**config.mk**
```make
export PLATFORM = sky130hd
export DESIGN_NAME = seq_chunk_adder_flat
export DESIGN_NICKNAME = d
export VERILOG_FILES = /design/src/rtl/adder_pkg.sv /design/src/rtl/seq_chunk_adder_if.sv /design/src/rtl/ripple_slice.sv /design/src/rtl/seq_chunk_adder.sv /design/src/flat_wrapper.sv
export SDC_FILE = /design/constraint.sdc
export NUM_CORES = 1
export LEC_CHECK = 0
export BUFFER_PORTS_ARGS = -buffer_cell sky130_fd_sc_hd__buf_2
export CORE_AREA = 5 5 98 100
export CTS_BUF_LIST = sky130_fd_sc_hd__clkbuf_4
export CTS_CLUSTER_SIZE = 10
export DETAILED_ROUTE_END_ITERATION = 8
export DIE_AREA = 0 0 103 105
export PLACE_DENSITY = 0.6
export RECOVER_POWER = 50
export SETUP_SLACK_MARGIN = 0.5
export SLEW_MARGIN = 20
export SYNTH_ARGS = -nofsm -noshare
export SYNTH_HDL_FRONTEND = slang
export SYNTH_SLANG_ARGS = --single-unit
```
**constraint.sdc**
```tcl
create_clock -name clk -period 3.25 [get_ports clk]
set_clock_uncertainty 0.1 [all_clocks]
set_input_delay 0.65 -clock clk [delete_from_list [all_inputs] [get_ports clk]]
set_output_delay 0.65 -clock clk [all_outputs]
set_load 0.02 [all_outputs]
```
**src/rtl/adder_pkg.sv**
```systemverilog
// Shared constants for the sequential chunked adder: FSM encoding and default sizing.
package adder_pkg;

    localparam int unsigned DEFAULT_WIDTH = 16;
    localparam int unsigned DEFAULT_CHUNK = 4;

    localparam logic [1:0] ST_IDLE = 2'd0;
    localparam logic [1:0] ST_RUN  = 2'd1;
    localparam logic [1:0] ST_DONE = 2'd2;

endpackage

```
**src/rtl/seq_chunk_adder_if.sv**
```systemverilog
// Start/ready/done handshake and operand/result bus of the sequential chunked adder.
interface seq_chunk_adder_if
    import adder_pkg::*;
#(
    parameter int unsigned WIDTH = DEFAULT_WIDTH
);
    logic             start;
    logic [WIDTH-1:0] a;
    logic [WIDTH-1:0] b;
    logic             cin;
    logic             ready;
    logic [WIDTH-1:0] sum;
    logic             cout;
    logic             ovf;
    logic             done;

    modport master (
        output start, a, b, cin,
        input  ready, sum, cout, ovf, done
    );

    modport slave (
        input  start, a, b, cin,
        output ready, sum, cout, ovf, done
    );
endinterface

```
**src/rtl/ripple_slice.sv**
```systemverilog
// Combinational CHUNK-bit ripple-carry adder; also exposes the carry into its MSB for overflow.
module ripple_slice #(
    parameter int unsigned CHUNK = 4
) (
    input  logic [CHUNK-1:0] a,
    input  logic [CHUNK-1:0] b,
    input  logic             cin,
    output logic [CHUNK-1:0] sum,
    output logic             cout,
    output logic             c_msb
);

    logic [CHUNK:0] c;

    assign c[0] = cin;

    // Full-adder chain, one stage per bit
    for (genvar i = 0; i < CHUNK; i++) begin : g_fa
        assign sum[i]  = a[i] ^ b[i] ^ c[i];
        assign c[i+1]  = (a[i] & b[i]) | (c[i] & (a[i] ^ b[i]));
    end

    assign cout  = c[CHUNK];
    assign c_msb = c[CHUNK-1];

endmodule

```
**src/rtl/seq_chunk_adder.sv**
```systemverilog
// Multi-cycle WIDTH-bit adder: one CHUNK-bit ripple slice per clock, carry held between slices.
module seq_chunk_adder
    import adder_pkg::*;
#(
    parameter int unsigned WIDTH = DEFAULT_WIDTH,
    parameter int unsigned CHUNK = DEFAULT_CHUNK
) (
    input  logic               clk,
    input  logic               rst,
    seq_chunk_adder_if.slave   bus
);

    localparam int unsigned NCHUNK = WIDTH / CHUNK;
    localparam int unsigned CNT_W  = (NCHUNK > 1) ? $clog2(NCHUNK) : 1;
    localparam int unsigned ACC_W  = (CHUNK < WIDTH) ? (WIDTH - CHUNK) : 1;

    if ((WIDTH % CHUNK) != 0) begin : g_bad_chunk
        $error("seq_chunk_adder: WIDTH must be a multiple of CHUNK");
    end

    logic [1:0]       state;
    logic [1:0]       state_next;
    logic             ready_r;
    logic             done_r;
    logic [WIDTH-1:0] a_sh;
    logic [WIDTH-1:0] b_sh;
    logic [ACC_W-1:0] acc;
    logic             carry;
    logic [CNT_W-1:0] cnt;
    logic [WIDTH-1:0] sum_r;
    logic             cout_r;
    logic             ovf_r;

    logic [CHUNK-1:0] slice_sum;
    logic             slice_cout;
    logic             slice_cmsb;
    logic [WIDTH-1:0] acc_next;
    logic             accept;
    logic             last;

    assign accept = bus.start & ready_r;
    assign last   = (cnt == CNT_W'(NCHUNK - 1));

    ripple_slice #(
        .CHUNK (CHUNK)
    ) u_slice (
        .a     (a_sh[CHUNK-1:0]),
        .b     (b_sh[CHUNK-1:0]),
        .cin   (carry),
        .sum   (slice_sum),
        .cout  (slice_cout),
        .c_msb (slice_cmsb)
    );

    // New slice result enters the accumulator from the top; only the upper part is kept between edges
    if (CHUNK < WIDTH) begin : g_multi
        assign acc_next = {slice_sum, acc};
    end else begin : g_single
        assign acc_next = slice_sum;
    end

    // Next-state logic for the IDLE/RUN/DONE sequencer
    always_comb begin
        state_next = state;
        case (state)
            ST_IDLE: if (bus.start) state_next = ST_RUN;
            ST_RUN:  if (last)      state_next = ST_DONE;
            ST_DONE: state_next = bus.start ? ST_RUN : ST_IDLE;
            default: state_next = ST_IDLE;
        endcase
    end

    // State register, with ready/done registered from the next state
    always_ff @(posedge clk or posedge rst) begin
        if (rst) begin
            state   <= ST_IDLE;
            ready_r <= 1'b1;
            done_r  <= 1'b0;
        end else begin
            state   <= state_next;
            ready_r <= (state_next != ST_RUN);
            done_r  <= (state_next == ST_DONE);
        end
    end

    // Operand capture, per-slice shifting/accumulation and result update on the final slice
    always_ff @(posedge clk or posedge rst) begin
        if (rst) begin
            a_sh   <= '0;
            b_sh   <= '0;
            acc    <= '0;
            carry  <= 1'b0;
            cnt    <= '0;
            sum_r  <= '0;
            cout_r <= 1'b0;
            ovf_r  <= 1'b0;
        end else if (accept) begin
            a_sh  <= bus.a;
            b_sh  <= bus.b;
            carry <= bus.cin;
            cnt   <= '0;
            acc   <= '0;
        end else if (state == ST_RUN) begin
            a_sh  <= a_sh >> CHUNK;
            b_sh  <= b_sh >> CHUNK;
            acc   <= ACC_W'(acc_next >> CHUNK);
            carry <= slice_cout;
            cnt   <= cnt + CNT_W'(1);
            if (last) begin
                sum_r  <= acc_next;
                cout_r <= slice_cout;
                ovf_r  <= slice_cmsb ^ slice_cout;
            end
        end
    end

    assign bus.ready = ready_r;
    assign bus.done  = done_r;
    assign bus.sum   = sum_r;
    assign bus.cout  = cout_r;
    assign bus.ovf   = ovf_r;

endmodule

```
**src/flat_wrapper.sv**
```systemverilog
// flat-port wrapper written by rule: the top's interface ports become plain ports
module seq_chunk_adder_flat import adder_pkg::*;
#(
    parameter int unsigned WIDTH = DEFAULT_WIDTH,
    parameter int unsigned CHUNK = DEFAULT_CHUNK
)
  (clk, rst, bus_start, bus_a, bus_b, bus_cin, bus_ready, bus_sum, bus_cout, bus_ovf, bus_done);
  seq_chunk_adder_if #(.WIDTH(WIDTH)) bus_i ();
  input  logic clk;
  input  logic rst;
  input wire logic [$bits(bus_i.start)-1:0] bus_start;
  input wire logic [$bits(bus_i.a)-1:0] bus_a;
  input wire logic [$bits(bus_i.b)-1:0] bus_b;
  input wire logic [$bits(bus_i.cin)-1:0] bus_cin;
  output wire logic [$bits(bus_i.ready)-1:0] bus_ready;
  output wire logic [$bits(bus_i.sum)-1:0] bus_sum;
  output wire logic [$bits(bus_i.cout)-1:0] bus_cout;
  output wire logic [$bits(bus_i.ovf)-1:0] bus_ovf;
  output wire logic [$bits(bus_i.done)-1:0] bus_done;
  assign bus_i.start = bus_start;
  assign bus_i.a = bus_a;
  assign bus_i.b = bus_b;
  assign bus_i.cin = bus_cin;
  assign bus_ready = bus_i.ready;
  assign bus_sum = bus_i.sum;
  assign bus_cout = bus_i.cout;
  assign bus_ovf = bus_i.ovf;
  assign bus_done = bus_i.done;
  seq_chunk_adder #(.WIDTH(WIDTH), .CHUNK(CHUNK)) u_core (.clk(clk), .rst(rst), .bus(bus_i));
endmodule
```
# After elaboration in Yosys (flattened, before gate mapping)
# Cells that the tools add are included.
# word_totals
reg_bits	69
inputBits	36
out_inout_bits	20
# classes
n_addsub	1
eq_ne	5
n_mux	14
bitwise	23
reduce_logical	3
# op_table
op	n
16-bit two-way mux	4
12-bit two-way mux	2
1-bit bitwise AND	9
1-bit XOR	9
2-bit two-way mux	4
2-bit == test (second input constant)	3
2-bit one-hot mux with 3 select lines	1
1-bit OR	4
1-bit two-way mux	3
3-bit AND reduction	1
2-bit by 1-bit adder with 2-bit output (second input constant)	1
2-bit by 1-bit == test with 1-bit output (second input constant)	1
2-bit logical NOT	1
2-bit by 1-bit != test with 1-bit output (second input constant)	1
2-bit nonzero test	1
1-bit inverter	1

# Longest topological paths before layout
# depth
ltp_word	11
depth_mapped	10
ltp_nobuf	10

# Hierarchy
# Synthesis repeated with hierarchy kept, for this count alone.
# hier_totals
cells_unflattened	252
hier_area_um2	2976.6
# by_module_without_submodules
mod	instances	cells_per_inst	area_per_inst_um2
seq_chunk_adder	1	240	2866.5
ripple_slice	1	12	110.1

# Worst setup path after synthesis
# No wires, ideal clock.
# synth_path
kind	flip-flop to flip-flop
startpoint	register u_core.carry
endpoint	register u_core.sum_r[15] (netlist: u_core.bus.sum[15])
arrival_time_ns	2.186
required_ns	3.023
slack_ns	0.836
path_stages_with_launch	10
period_less_slack_ns	2.414
cell_sequence	dfrtp_1 > inv_1 > fa_1 > inv_1 > fa_1 > inv_1 > fa_1 > inv_1 > fa_1 > mux2_1
# synth_between
elab_chain_cells	7
# synth_rtl
item	line_no	text
from (decl)	seq_chunk_adder.sv:28	logic carry;
from (signal assigned)	seq_chunk_adder.sv:100	carry <= bus.cin;
from (signal assigned)	seq_chunk_adder.sv:107	carry <= slice_cout;
1-bit bitwise AND	ripple_slice.sv:20	assign c[i+1] = (a[i] & b[i]) | (c[i] & (a[i] ^ b[i]));
1-bit OR	ripple_slice.sv:20	
1-bit bitwise AND	ripple_slice.sv:20	
1-bit OR	ripple_slice.sv:20	
1-bit bitwise AND	ripple_slice.sv:20	
1-bit OR	ripple_slice.sv:20	
1-bit XOR	ripple_slice.sv:19	assign sum[i] = a[i] ^ b[i] ^ c[i];
via u_core.slice_sum[3]	seq_chunk_adder.sv:34	logic [CHUNK-1:0] slice_sum;
to (signal assigned)	seq_chunk_adder.sv:110	sum_r <= acc_next;
to (decl)	seq_chunk_adder.sv:30	logic [WIDTH-1:0] sum_r;
# The timed path passes the listed nets, and every way through them passes these cells.
# A chain may end at the register's enable or synchronous reset.

# Final worst setup path
# layout_path
startpoint	register u_core.state[0]
endpoint	register u_core.cout_r (netlist: u_core.bus.cout)
# layout_between
elab_chain_cells	2
# layout_rtl
item	line_no	text
from (decl)	seq_chunk_adder.sv:21	logic [1:0] state;
from (signal assigned)	seq_chunk_adder.sv:80	state <= state_next;
2-bit by 1-bit == test with 1-bit output	seq_chunk_adder.sv:103	end else if (state == ST_RUN) begin
3-bit AND reduction (no line)	-	
to (signal assigned)	seq_chunk_adder.sv:111	cout_r <= slice_cout;
to (decl)	seq_chunk_adder.sv:31	logic cout_r;
# No other way between the ends.

==> key figures <==
Run status
  • Status: completed

Finish
  • Area delta synth->final: 17.05%
  • Fillers: approximately 890
  • Layout cells sized above 1: 0.2544
  • Final Net Count: 374
  • Commonest non-fill, non-tap cell in the layout: nand2_1
  • Multi-input gate area: 1074 µm²
  • Inserted Diodes: 0
  • Commonest cells after routing, fill and taps aside: 72 x nand2_1, 68 x dfrtp_1, 55 x buf_2, 28 x nor2_1, 27 x a31oi_1
  • Register area: 1728 µm²

Synth
  • Post-Synthesis Cell Area: slightly below 3000 µm²
  • Top post-synthesis cells by area: dfrtp_1 58%, nand2_1 9.2%, a31oi_1 5.7%
  • Largest family of logic cells by synthesized area: simple AND/OR/NAND/NOR gates
  • Xor and xnor area share after synthesis: 0.005952
  • Avg Inst Size Synth: ~10 µm²
  • Adder-Cell Fraction of Synth Area: 0.03146
  • Multiplexer share of the synthesized area: 0.07143
  • Register area share after synthesis: 0.5872
  • Compound-Gate Fraction of Synth Area: 0.1114
  • Net Count, Synth: 322
  • FF+latch count, synth: roughly 70
  • Largest area contributor in the netlist: dfrtp_1
  • Synthesized instance count: ~280
  • Yosys warns: 0
  • Yosys cell types: 25
  • Top cell type's share of synthesized area: 0.5782
  • Post-Synth Simple-Gate Area: 0.1463

Clock tree
  • # resized after CTS: 0
  • Clock Latency Late Sink: 0.41 ns
  • CTS Hold Bufs: 0
  • Clock-pin slew on the worst setup and hold paths: 0.12 ns
  • Setup bufs post-CTS: 0
  • H-tree depth: 3
  • Clk buf depth: 2
  • CTS tree: done
  • CTS Sinks: 69
  • Cts bufs inserted: 9
  • Root Driver: clkbuf_4

Route
  • Vias: 2,105
  • Vias per cell: 4.720
  • ANT nets after route: 0
  • Routed WL: 6.102 mm
  • Drt pass-1 iters: 4
  • DRC Markers: 0
  • Wire length per cell: 13.68 µm
  • DR iter-0 viols: 86

Timing
  • Max-slew headroom: 0.1553
  • Tmin final: 2.680 ns
  • Final period util: 0.8245
  • Hold_ws: 0.3526 ns
  • Final Hold Viols: 0
  • Least-Margin Pin Slew: about 1.3 ns
  • Setup TNS: 0 ns
  • Maximum clock rate: 0.3732 GHz
  • Final worst slack: 0.5702 ns
  • Slew Viols, Final: 0
  • Final setup fails: 0
  • Unrepaired setup endpoints after global routing: no

Pwr
  • Max IR drop VDD: about 0.35 mV
  • Leakage Power: between 1.5 and 2 nW
  • PwrDens: around 1000 nW/µm²
  • Final Power: 3.571 mW

Floorplanning
  • Top Ports: 56
  • Die Wd: 103 µm
  • # rows: 34
  • Initial Utilization: 0.3425
  • Die area: between 10,000 and 15,000 µm²
  • Die Ht: 105 µm
  • Core area: 8593 µm²

Setup path
  • Worst R2R End: u_core.bus.cout
  • Req. time, crit path: 3.45 ns
  • CP max stage delay: between 0.9 and 1 ns
  • Critical path data arrival time: 2.88 ns
  • CP startpoint: u_core.state[0]
  • Cells on worst reg2reg path: 3
  • WS Path Type: flip-flop to flip-flop
  • Critical path peak fanout: 18
  • Worst R2R Start: u_core.state[0]
  • Number of cells on the critical path: 3
  • Buffers & Inverters on Critical Path: 0
  • Slowest-stage cell, CP: and3_1
  • FF-to-FF setup slack: 0.57 ns
  • CP top delay family: simple AND/OR/NAND/NOR gates
  • Critical Path End Type: flip-flop
  • CP startpoint kind: flip-flop
  • Cells along the critical path: nor2b_1 > and3_1 > mux2_1
  • End of the critical path: u_core.bus.cout

Placed design
  • DPL Wire Length: 4.165 mm
  • PortBufs: 55
  • Pre-CTS setup slack: 0.7439 ns
  • Gpl congestion: 0.7422

GRT
  • Vias in the first global route: 2,172
  • Largest net degree at the start of global routing: 53
  • Gr usage total: 0.1219
  • Global-route wire length before repair: 10.35 mm
  • Antenna violations before repair: 0
  • Total gr overflow: 0

Hold path
  • Hold WC Path Type: input pin to flip-flop

Flow run
  • MaxCap Viol Count: 0
cells in the mapped netlist:
master    number
nor2_2         1
clkbuf_1       9
ha_1           1
dfrtp_1       68
fa_1           4
nand2b_1       1
nand2_1       72
xnor2_1        2
nor2b_1        1
mux2_4         8
nand2_2        1
and3_4         1
nor2_1        28
a31oi_1       27
dfstp_2        1
buf_1          1
mux2_1         8
inv_1         11
a211oi_1       2
a21oi_1       13
a22o_1         8
buf_6          2
o22a_1         1
and2_1         3
buf_2          7
worst min path at each step:
stage                        from            endpoint  slack [ns]  depth (start not counted)
6_report                bus_b[15]     u_core.b_sh[15]        0.35                          2
5_1_grt                 bus_b[12]     u_core.b_sh[12]        0.30                          2
4_1_cts                       rst  u_core.bus.sum[10]        0.26                          2
3_5_place_dp   u_core.bus.sum[11]  u_core.bus.sum[11]        0.37                          1
3_3_place_gp   u_core.bus.sum[10]  u_core.bus.sum[10]        0.36                          1
2_1_floorplan     u_core.a_sh[12]     u_core.a_sh[12]        0.37                          1
routing by layer:
| layer | share of wire | GRT usage | vias up |
|---|---|---|---|
| met5 | 0 | 0 | - |
| met3 | 0.070 | 0.05530 | 6 |
| met2 | 0.45 | 0.1797 | 60 |
| met4 | 0.0095 | 0.02775 | 0 |
| met1 | 0.46 | 0.1646 | 998 |
| li1 | - | - | 1041 |
worst reg2reg max path, cell delays in order (launching register included):
cell,delay (ns)
dfrtp_1,0.38
nor2b_1,0.78
and3_1,0.93
mux2_1,0.40
registers in the layout, indices dropped and copies added, names as in the netlist:
name / flops
u_core.a_sh: 16
u_core.b_sh: 16
u_core.bus.sum: 16
u_core.acc: 12
u_core.cnt: 2
u_core.state: 2
u_core.bus.cout: 1
u_core.bus.done: 1
u_core.bus.ovf: 1
u_core.bus.ready: 1
u_core.carry: 1
final cells by class:
class,count,share of cell area
clock inverter,6,0.02543
timing repair buffer,60,0.08827
clock buffer,10,0.02179
inverter,11,0.01199
tap,108,0.03923
multi-input combinational,182,0.3117
sequential,69,0.5016
report_power, final:
group	leakage (nW)	total (mW)	switching, mW	internal, mW
Clock	0.0903	0.626	0.305	0.321
Sequential	0.854	1.47	0.218	1.25
Combinational	0.722	1.47	0.880	0.595
kinds of logic (layout without fill, tap and decap cells):
logic type | count (synthesis) | after routing
compound gates | 51 | 51
simple gates | 108 | 108
mux | 16 | 16
fa+ha+maj | 5 | 5
buf+inv | 30 | 87
xor+xnor | 2 | 2
flops | 69 | 69
metrics by stage:
| stage | area [µm²] | util | cells |
|---|---|---|---|
| after floorplan | 2943 | - | 281 |
| after global placement | 3316 | 0.3858 | 430 |
| after detailed placement | 3316 | 0.3858 | 430 |
| after CTS | 3478 | 0.4048 | 446 |
| after global routing | 3445 | 0.4008 | 446 |
| final | 3445 | 0.4008 | 446 |
No activity file was read; power rests on OpenSTA's default activity.
